$ cat src/rtl/pipe_ctrl_pkg.sv
// pipe_ctrl_pkg: shared state encodings, stall vectors and divide timeout default for pipe_ctrl.
package pipe_ctrl_pkg;
  typedef enum logic [1:0] {RUN = 2'd0, DIV_WAIT = 2'd1, FLUSH = 2'd2} state_t;
  localparam logic [5:0] STALL_NONE = 6'b000000;
  localparam logic [5:0] STALL_LU = 6'b000111;
  localparam logic [5:0] STALL_DIV = 6'b001111;
  localparam int DIV_TIMEOUT_DEF = 40;
endpackage

$ cat src/rtl/pipe_ctrl.sv
// pipe_ctrl: pipeline hazard controller for load-use stalls, multi-cycle divide waits and exception flushes.
module pipe_ctrl
  import pipe_ctrl_pkg::*;
#(
  parameter int DIV_TIMEOUT = DIV_TIMEOUT_DEF
) (
  input  logic        clk,
  input  logic        rst,
  input  logic        id_load_use_i,
  input  logic        ex_div_req_i,
  input  logic        div_done_i,
  input  logic        excp_req_i,
  input  logic [31:0] excp_pc_i,
  output logic [5:0]  stall_o,
  output logic        flush_o,
  output logic [31:0] new_pc_o,
  output logic        div_start_o,
  output logic        div_cancel_o,
  output logic        div_timeout_o,
  output logic [31:0] stall_cnt_o
);
  localparam int CW = $clog2(DIV_TIMEOUT + 1);
  state_t st, nxt;
  logic [CW-1:0] cnt;
  logic [31:0] pc_q;
  logic [5:0] stall;
  logic flush, start, cancel, take_pc, set_to;
  always_ff @(posedge clk or negedge rst) begin
    if (!rst) begin
      st <= RUN;
      pc_q <= '0;
      div_timeout_o <= 1'b0;
    end else begin
      st <= nxt;
      if (take_pc) pc_q <= excp_pc_i;
      if (set_to) div_timeout_o <= 1'b1;
    end
  end
  always_comb begin
    nxt = st;
    stall = STALL_NONE;
    flush = 1'b0;
    start = 1'b0;
    cancel = 1'b0;
    take_pc = 1'b0;
    set_to = 1'b0;
    case (st)
      RUN: begin
        if (excp_req_i) begin
          take_pc = 1'b1;
          nxt = FLUSH;
        end else if (ex_div_req_i) begin
          start = 1'b1;
          stall = STALL_DIV;
          nxt = DIV_WAIT;
        end else if (id_load_use_i) stall = STALL_LU;
      end
      DIV_WAIT: begin
        if (excp_req_i) begin
          cancel = 1'b1;
          take_pc = 1'b1;
          nxt = FLUSH;
        end else if (div_done_i) nxt = RUN;
        else if (cnt == CW'(DIV_TIMEOUT - 1)) begin
          cancel = 1'b1;
          set_to = 1'b1;
          nxt = RUN;
        end else stall = STALL_DIV;
      end
      FLUSH: begin
        flush = 1'b1;
        nxt = RUN;
      end
      default: nxt = RUN;
    endcase
  end
  always_ff @(posedge clk or negedge rst) begin
    if (!rst) cnt <= '0;
    else if (start) cnt <= '0;
    else if (st == DIV_WAIT) cnt <= cnt + 1'b1;
  end
  always_ff @(posedge clk or negedge rst) begin
    if (!rst) stall_cnt_o <= '0;
    else if (stall_o != STALL_NONE && stall_cnt_o != 32'hFFFF_FFFF) stall_cnt_o <= stall_cnt_o + 1'b1;
  end
  // Reset forces every combinational output low so nothing leaks out while rst is held.
  assign stall_o = rst ? stall : STALL_NONE;
  assign flush_o = rst & flush;
  assign new_pc_o = (rst & flush) ? pc_q : '0;
  assign div_start_o = rst & start;
  assign div_cancel_o = rst & cancel;
endmodule

$ cat config.mk
export PLATFORM = sky130hd
export DESIGN_NAME = pipe_ctrl
export DESIGN_NICKNAME = d
export VERILOG_FILES = /design/src/rtl/pipe_ctrl_pkg.sv /design/src/rtl/pipe_ctrl.sv
export SDC_FILE = /design/constraint.sdc
export NUM_CORES = 1
export LEC_CHECK = 0
export BUFFER_PORTS_ARGS = -buffer_cell sky130_fd_sc_hd__buf_2
export CAP_MARGIN = 20
export CORE_MARGIN = 2
export CORE_UTILIZATION = 30
export DETAILED_ROUTE_END_ITERATION = 8
export SETUP_SLACK_MARGIN = 0.5
export SYNTH_ARGS = -nofsm -noshare
export SYNTH_HDL_FRONTEND = slang
export SYNTH_SLANG_ARGS = --single-unit
$ cat constraint.sdc
create_clock -name clk -period 2 [get_ports clk]
set_input_delay 0.4 -clock clk [delete_from_list [all_inputs] [get_ports clk]]
set_output_delay 0.4 -clock clk [all_outputs]
set_load 0.05 [all_outputs]
==> impl_results.md, run 1 <==
* Number of flops mapped to enable cells by yosys at 0
* Final Wtd Congestion at approximately 0.75
* Layout cells sized above 1 at a little over three fifths
* Max-slew headroom at the worst pin at about 61%
* Area grow syn2layout at 63.9%
* DRC at 0
* Initial antenna violation count at 0
* Reg2reg start: st[1]
* Power per standard cell area at a little under 800 mW/mm2
* Synth top area share at 53.2%
* Post-synthesis sequential area ratio at 53.2%
* Crit Path Max Fanout at 2
* Starting Density at a little under a third
* Worst path bufs/invs at 1
* Grt total ovfl at 0
* Worst-path clk slew at about 0.050 ns
* Final worst path period need at around 2.2 ns
* Routed WL at ~9300 um
* Largest net degree at the start of global routing at 37
* Root buffer cell: clkbuf_16
* Reg power frac at between 40% and 50%
* Pint at ~3.1 mW
* Most common cell after layout, fill and taps aside: dfrtp_1
* Period utilisation layout at 110%
* Final Hold Vio Count at 0
* Port bufs at 109
* Max stage delay on crit path at between 0.5 and 0.6 ns
* Clock Path Buffers at 2
* Failing checks: negative setup slack
* Die Ht at 111 um
* Cell Area, Placed at between 0.004 and 0.005 mm2
* FF-to-FF path depth at 7
* Iteration-0 DRC Markers at 118
* Final worst setup slack at -0.200 ns
* Combinational power share at 25.4%
* F_max at approximately 0.45 GHz
* Critical Path Start Type: flop
* Design area at 0.00562 mm2
* Main area contributors after synthesis: dfrtp_1 53%, mux2_2 11%, xnor2_1 7.7%
* Vias in the first global route at approximately 2700
* Switching share of power at between 20% and 30%
* Die area at 0.0123 mm2
* Synthesized flop and latch total at 73
* Ant diodes at 0
* Gr usage total at approximately 14%
* Worst path arrival time at ~1.8 ns
* Unique masters post-synth at 34
* CP endpoint kind: output port
* # IOs at about 110
* IR drop worst, VDD at approximately 0.31 mV
* Crit-path leading delay family: simple AND/OR/NAND/NOR gates
* Synth area leader: dfrtp_1
* Avg Cell Area, Syn at approximately 12 um2
* Worst R2R End: stall_cnt_o[15]
* Most frequent cells in the layout: 63 x dfrtp_1, 59 x buf_2, 35 x buf_8, 34 x and2_4, 33 x mux2_4
* Via count at around 2700
* Max Cap Violations at 0
* Ys flop type: dfrtp_1
* Status: finished with violations
* Die width at 111 um
* Net switching power at between 1 and 1.5 mW
* Worst Setup Path Type: flop to output port
* Final cell count without fillers at a little under 600
* Ys Warns at 0
* Routed len/inst at around 16 um
* Max-slew violations at 0
* Synthesized cell area at around 0.0034 mm2
* Worst-margin pin slew at 0.584 ns
* First-pass GRT wire length at around 13000 um
* NumNets Final at 476
* Unrepaired setup endpoints after global routing: true
* Final antenna-violating net count at 0
* Max H-tree Level at 3
* Placed Cells at roughly 560
* Leak pwr at around 2.7 nW
* Hold Crit Class: primary input to asynchronous set/reset pin
* Core ar. at about 0.011 mm2
* Reg2Reg Setup Slack at -0.14 ns
* Standard-cell rows at 39
* Final setup viols at between 50 and 60
* Slowest-stage cell, CP: or4b_4
* Clock sink total at 73
* Vias per inst at roughly 4.7
* Asr flop ratio synth at 100%
* Synthesized instance count at between 200 and 300
* # fillers at 985
* Hpwl dp at around 5800 um
* Worst Clk Skew at 0.00698 ns
* Clock Power Share at between 30 and 40%
* Clk_lat worst skew at about 0.32 ns
* CP Cell Sequence: or4b_4 -> a21oi_4 -> or2_4 -> and2_4 -> buf_8
* Pre-antenna DRT Iters at 4
* CTS tree: yes
* Total CTS buffers at 9
* CP required at 1.60 ns
==> state kept, by name (all words and copies together), names as in the netlist <==
| signal | count |
|---|---|
| cnt | 6 |
| pc_q | 32 |
| div_timeout_o | 1 |
| st | 2 |
| stall_cnt_o | 32 |
==> final cells by class <==
cell class	instances	area (um2)	area share, %
clock buffer	15	278	4.94
inverter	3	11.3	0.200
multi-input combinational	204	1960	34.8
sequential	73	1840	32.7
tap	143	179	3.18
timing repair buffer	145	1360	24.2
==> metal layers <==
layer,wire length [um],up-vias,global-route usage (%)
met1,4090,1360,17.7
met2,4580,85,21.3
li1,-,1292,-
met5,0,-,0
met3,464,12,3.28
met4,157,0,6.17
==> power by group through the flow <==
stage	combinational, mW	sequential [mW]	clock (mW)
2_1_floorplan	0.474	1.93	0
6_report	1.11	1.77	1.49
4_1_cts	0.980	1.76	1.54
5_1_grt	1.18	1.79	1.60
3_5_place_dp	0.875	1.79	0
3_3_place_gp	0.861	1.78	0
==> Yosys cell counts (3+ instances only) <==
| cell | count |
|---|---|
| and3_1 | 9 |
| nand4_1 | 15 |
| nand3_1 | 16 |
| xnor2_1 | 30 |
| and2_1 | 34 |
| mux2_2 | 33 |
| nor2_1 | 15 |
| nand2_1 | 16 |
| nor3_1 | 3 |
| dfrtp_1 | 73 |
| buf_4 | 6 |
| clkbuf_1 | 8 |
| xor2_1 | 6 |
| inv_1 | 3 |
| and2b_1 | 3 |
==> what timing repair did <==
action / 4_1_cts / 5_1_grt
hold buffers: 1 / 0
gates cloned: 1 / 4
setup endpoints to repair: 75 / 103
hold endpoints to repair: 3 / 0
resized for setup: 134 / 72
pin swaps: 38 / 18
buffers inserted: 2 / 4
==> metrics by stage <==
| step | power [mW] | setup TNS, ns | utilization [%] | hold WS, ns | setup slack (ns) |
|---|---|---|---|---|---|
| after floorplan | 2.40 | -2.16 | - | 0.104 | -0.158 |
| after global placement | 2.64 | -2.95 | 39.7 | 0.220 | -0.140 |
| after detailed placement | 2.66 | -3.86 | 39.7 | 0.223 | -0.179 |
| after CTS | 4.28 | -2.28 | 46.5 | 0.187 | -0.218 |
| after global routing | 4.57 | -7.36 | 49.9 | 0.220 | -0.248 |
| final | 4.37 | -3.51 | 49.9 | 0.179 | -0.200 |
==> how the worst max path moves through the flow <==
stage               startpoint         endpoint  slack (ns)  cells after the start
floorplan                st[1]  stall_cnt_o[15]       -0.16                      6
global placement    excp_req_i       stall_o[0]       -0.14                      5
detailed placement  excp_req_i  stall_cnt_o[26]       -0.18                      7
CTS                      st[1]       stall_o[3]       -0.22                      5
global route             st[1]       stall_o[3]       -0.25                      5
finish                   st[1]       stall_o[3]       -0.20                      5
==> kinds of logic (layout without fill, tap and decap cells) <==
group / after synthesis / after routing / share of synthesized area, %
other cells: 1 / 2 / 0.109
compound gates: 8 / 9 / 3.21
simple gates: 121 / 121 / 19.9
xor+xnor: 36 / 36 / 9.19
mux: 34 / 34 / 11.1
flops: 73 / 73 / 53.2
buf+inv: 17 / 163 / 2.52
fa+ha+maj: 2 / 2 / 0.729
No activity file was read; power rests on OpenSTA's default activity.
==> run 2, diff against run 1 <==
- SETUP_SLACK_MARGIN: 0.5 -> 0.4
==> impl_results.md, run 2 (synthesis gave the netlist of run 1 again) <==
* Status: finished with violations
* Failing checks: negative setup slack
* Final worst setup slack at -0.215 ns (-0.0155 ns)
* Unrepaired setup endpoints after global routing: true
* Footprint of the multi-input gates at 0.00183 mm2 (-6.3%)
* F_max at 0.451 GHz (-0.70%)
* Die Ht at 111 um (unchanged)
* Final worst path period need at 2.22 ns (+0.0155 ns)
* Period utilisation layout at 111% (+0.77 points)
* Core ar. at 0.0113 mm2 (unchanged)
* Total power at 4.59 mW (+5.0%)
* Max-slew violations at 0 (unchanged)
* Top flop regs: pc_q: 32 flops, stall_cnt_o: 32 flops, cnt: 6 flops
* Most common cell after layout, fill and taps aside: buf_2
* Die width at 111 um (unchanged)
* Starting Density at 30.4% (unchanged)
* Hold Crit Class: primary input to flop
* Vias per inst at 4.69 (-0.60%)
* Worst path arrival time at 1.82 ns (+0.02 ns)
* Worst-margin pin slew at 0.908 ns (+0.325 ns)
* Setup tns final at -7.53 ns (-4.02 ns)
* Grt total ovfl at 0 (unchanged)
* Final antenna-violating net count at 0 (unchanged)
* Final Hold Vio Count at 0 (unchanged)
* Largest net degree at the start of global routing at 71 (+92%)
* Final setup viols at 59 (+1.7%)
* DRC at 0 (unchanged)
* Reg2reg start: st[1]
* Layout cells sized above 1 at 59.8% (-3.1 points)
* # IOs at 112 (unchanged)
* Vias in the first global route at 2815 (+3.4%)
* Routed len/inst at 15.0 um (-5.8%)
* Standard-cell rows at 39 (unchanged)
* Ant diodes at 0 (unchanged)
* Max H-tree Level at 3 (unchanged)
* IR drop worst, VDD at 0.417 mV (+33%)
* Worst-path clk slew at 0.06 ns (about the same)
* Max Cap Violations at 0 (unchanged)
* Crit Path Max Fanout at 5 (+3)
* Worst Setup Path Type: flop to output port
* Hpwl dp at 5530 um (-4.3%)
* Critical Path Start Type: flop
* Via count at 2723 (-0.95%)
* Routed WL at 8730 um (-6.1%)
* Port bufs at 109 (unchanged)
* Worst Clk Skew at 0.00593 ns (-0.00106 ns)
* Register area at 0.00184 mm2 (unchanged)
* CP required at 1.60 ns (about the same)
* CP Launch Point: st[1]
* CTS tree: yes
* Clock Path Buffers at 2 (unchanged)
* Pre-antenna DRT Iters at 4 (unchanged)
* Total CTS buffers at 9 (unchanged)
* Max-slew headroom at the worst pin at 39.4% (-21 points)
* Initial antenna violation count at 0 (unchanged)
* NumNets Final at 473 (-0.63%)
* # fillers at 996 (+1.1%)
* Clk_lat worst skew at 0.33 ns (about the same)
* Area grow syn2layout at 58.8%
* CP endpoint kind: output port
* Clock sink total at 73 (unchanged)
* Min-delay src: excp_pc_i[0]
* Most frequent cells in the layout: 69 x buf_2, 63 x dfrtp_1, 33 x mux2_4, 31 x buf_8, 30 x xnor2_1
* Gr usage total at 13.9% (+0.41 points)
* Leak pwr at 2.60 nW (-2.0%)
* Final Wtd Congestion at 0.804 (+7.9%)
* Root buffer cell: clkbuf_16
* Iteration-0 DRC Markers at 75 (-36%)
* First-pass GRT wire length at 13800 um (+2.4%)
* Power per standard cell area at 843 mW/mm2 (+8.4%)
* Die area at 0.0123 mm2 (unchanged)
[run 2: metal layers]
metal | global-route usage (%) | part of all wire, %
met4 | 5.25 | 1.6
met2 | 23.3 | 50
met3 | 4.26 | 5.1
met5 | 0 | 0
met1 | 17.0 | 43
[run 2: power by group]
part | total, mW | leakage, nW | switching [mW] | internal [mW]
sequential | 1.76 | 0.915 | 0.117 | 1.65
combinational | 1.07 | 1.52 | 0.572 | 0.496
clock | 1.76 | 0.162 | 0.608 | 1.15
total | 4.59 | 2.60 | 1.30 | 3.30
[run 2: through the flow]
stage	instances	area [um2]	hold WS, ns	util, %	setup slack [ns]
after floorplan	293	3610	0.104	-	-0.158
after global placement	553	4440	0.214	39.4	-0.165
after detailed placement	553	4440	0.216	39.4	-0.197
after CTS	576	5190	0.282	46.1	-0.250
after global routing	581	5450	0.283	48.4	-0.278
final	581	5450	0.302	48.4	-0.215
[run 2: final timing paths]
| kind | to | slack (ns) | cells past startpoint |
|---|---|---|---|
| min in group asynchronous | st[1] | 0.31 | 2 |
| max | stall_o[2] | -0.22 | 4 |
| min | pc_q[0] | 0.30 | 2 |
| max in group asynchronous | stall_cnt_o[10] | 1.01 | 2 |
| min reg2reg | div_timeout_o | 0.47 | 1 |
| max reg2reg | stall_cnt_o[26] | -0.15 | 7 |
[run 2: cell type report]
type,count,share of cell area (%)
clock buffers,11,4.64
clock inverters,5,1.42
inverters,3,0.207
multi-input cells,204,33.6
flip-flops and latches,73,33.7
well taps,143,3.28
repair buffers,142,23.1
[run 2: timing repair]
item | CTS | global route
hold buffers | 1 | 0
resized for setup | 110 | 48
pin swaps | 7 | 12
gates cloned | 1 | 4
hold endpoints to repair | 3 | 0
setup buffers | 5 | 1
endpoints found under the setup margin | 71 | 71
[run 2: worst max-delay path, stage by stage (launching register included)]
cell and delay (ns):
dfrtp_1 0.38, or4b_4 0.51, a21oi_4 0.17, o2bb2ai_4 0.21, buf_6 0.21
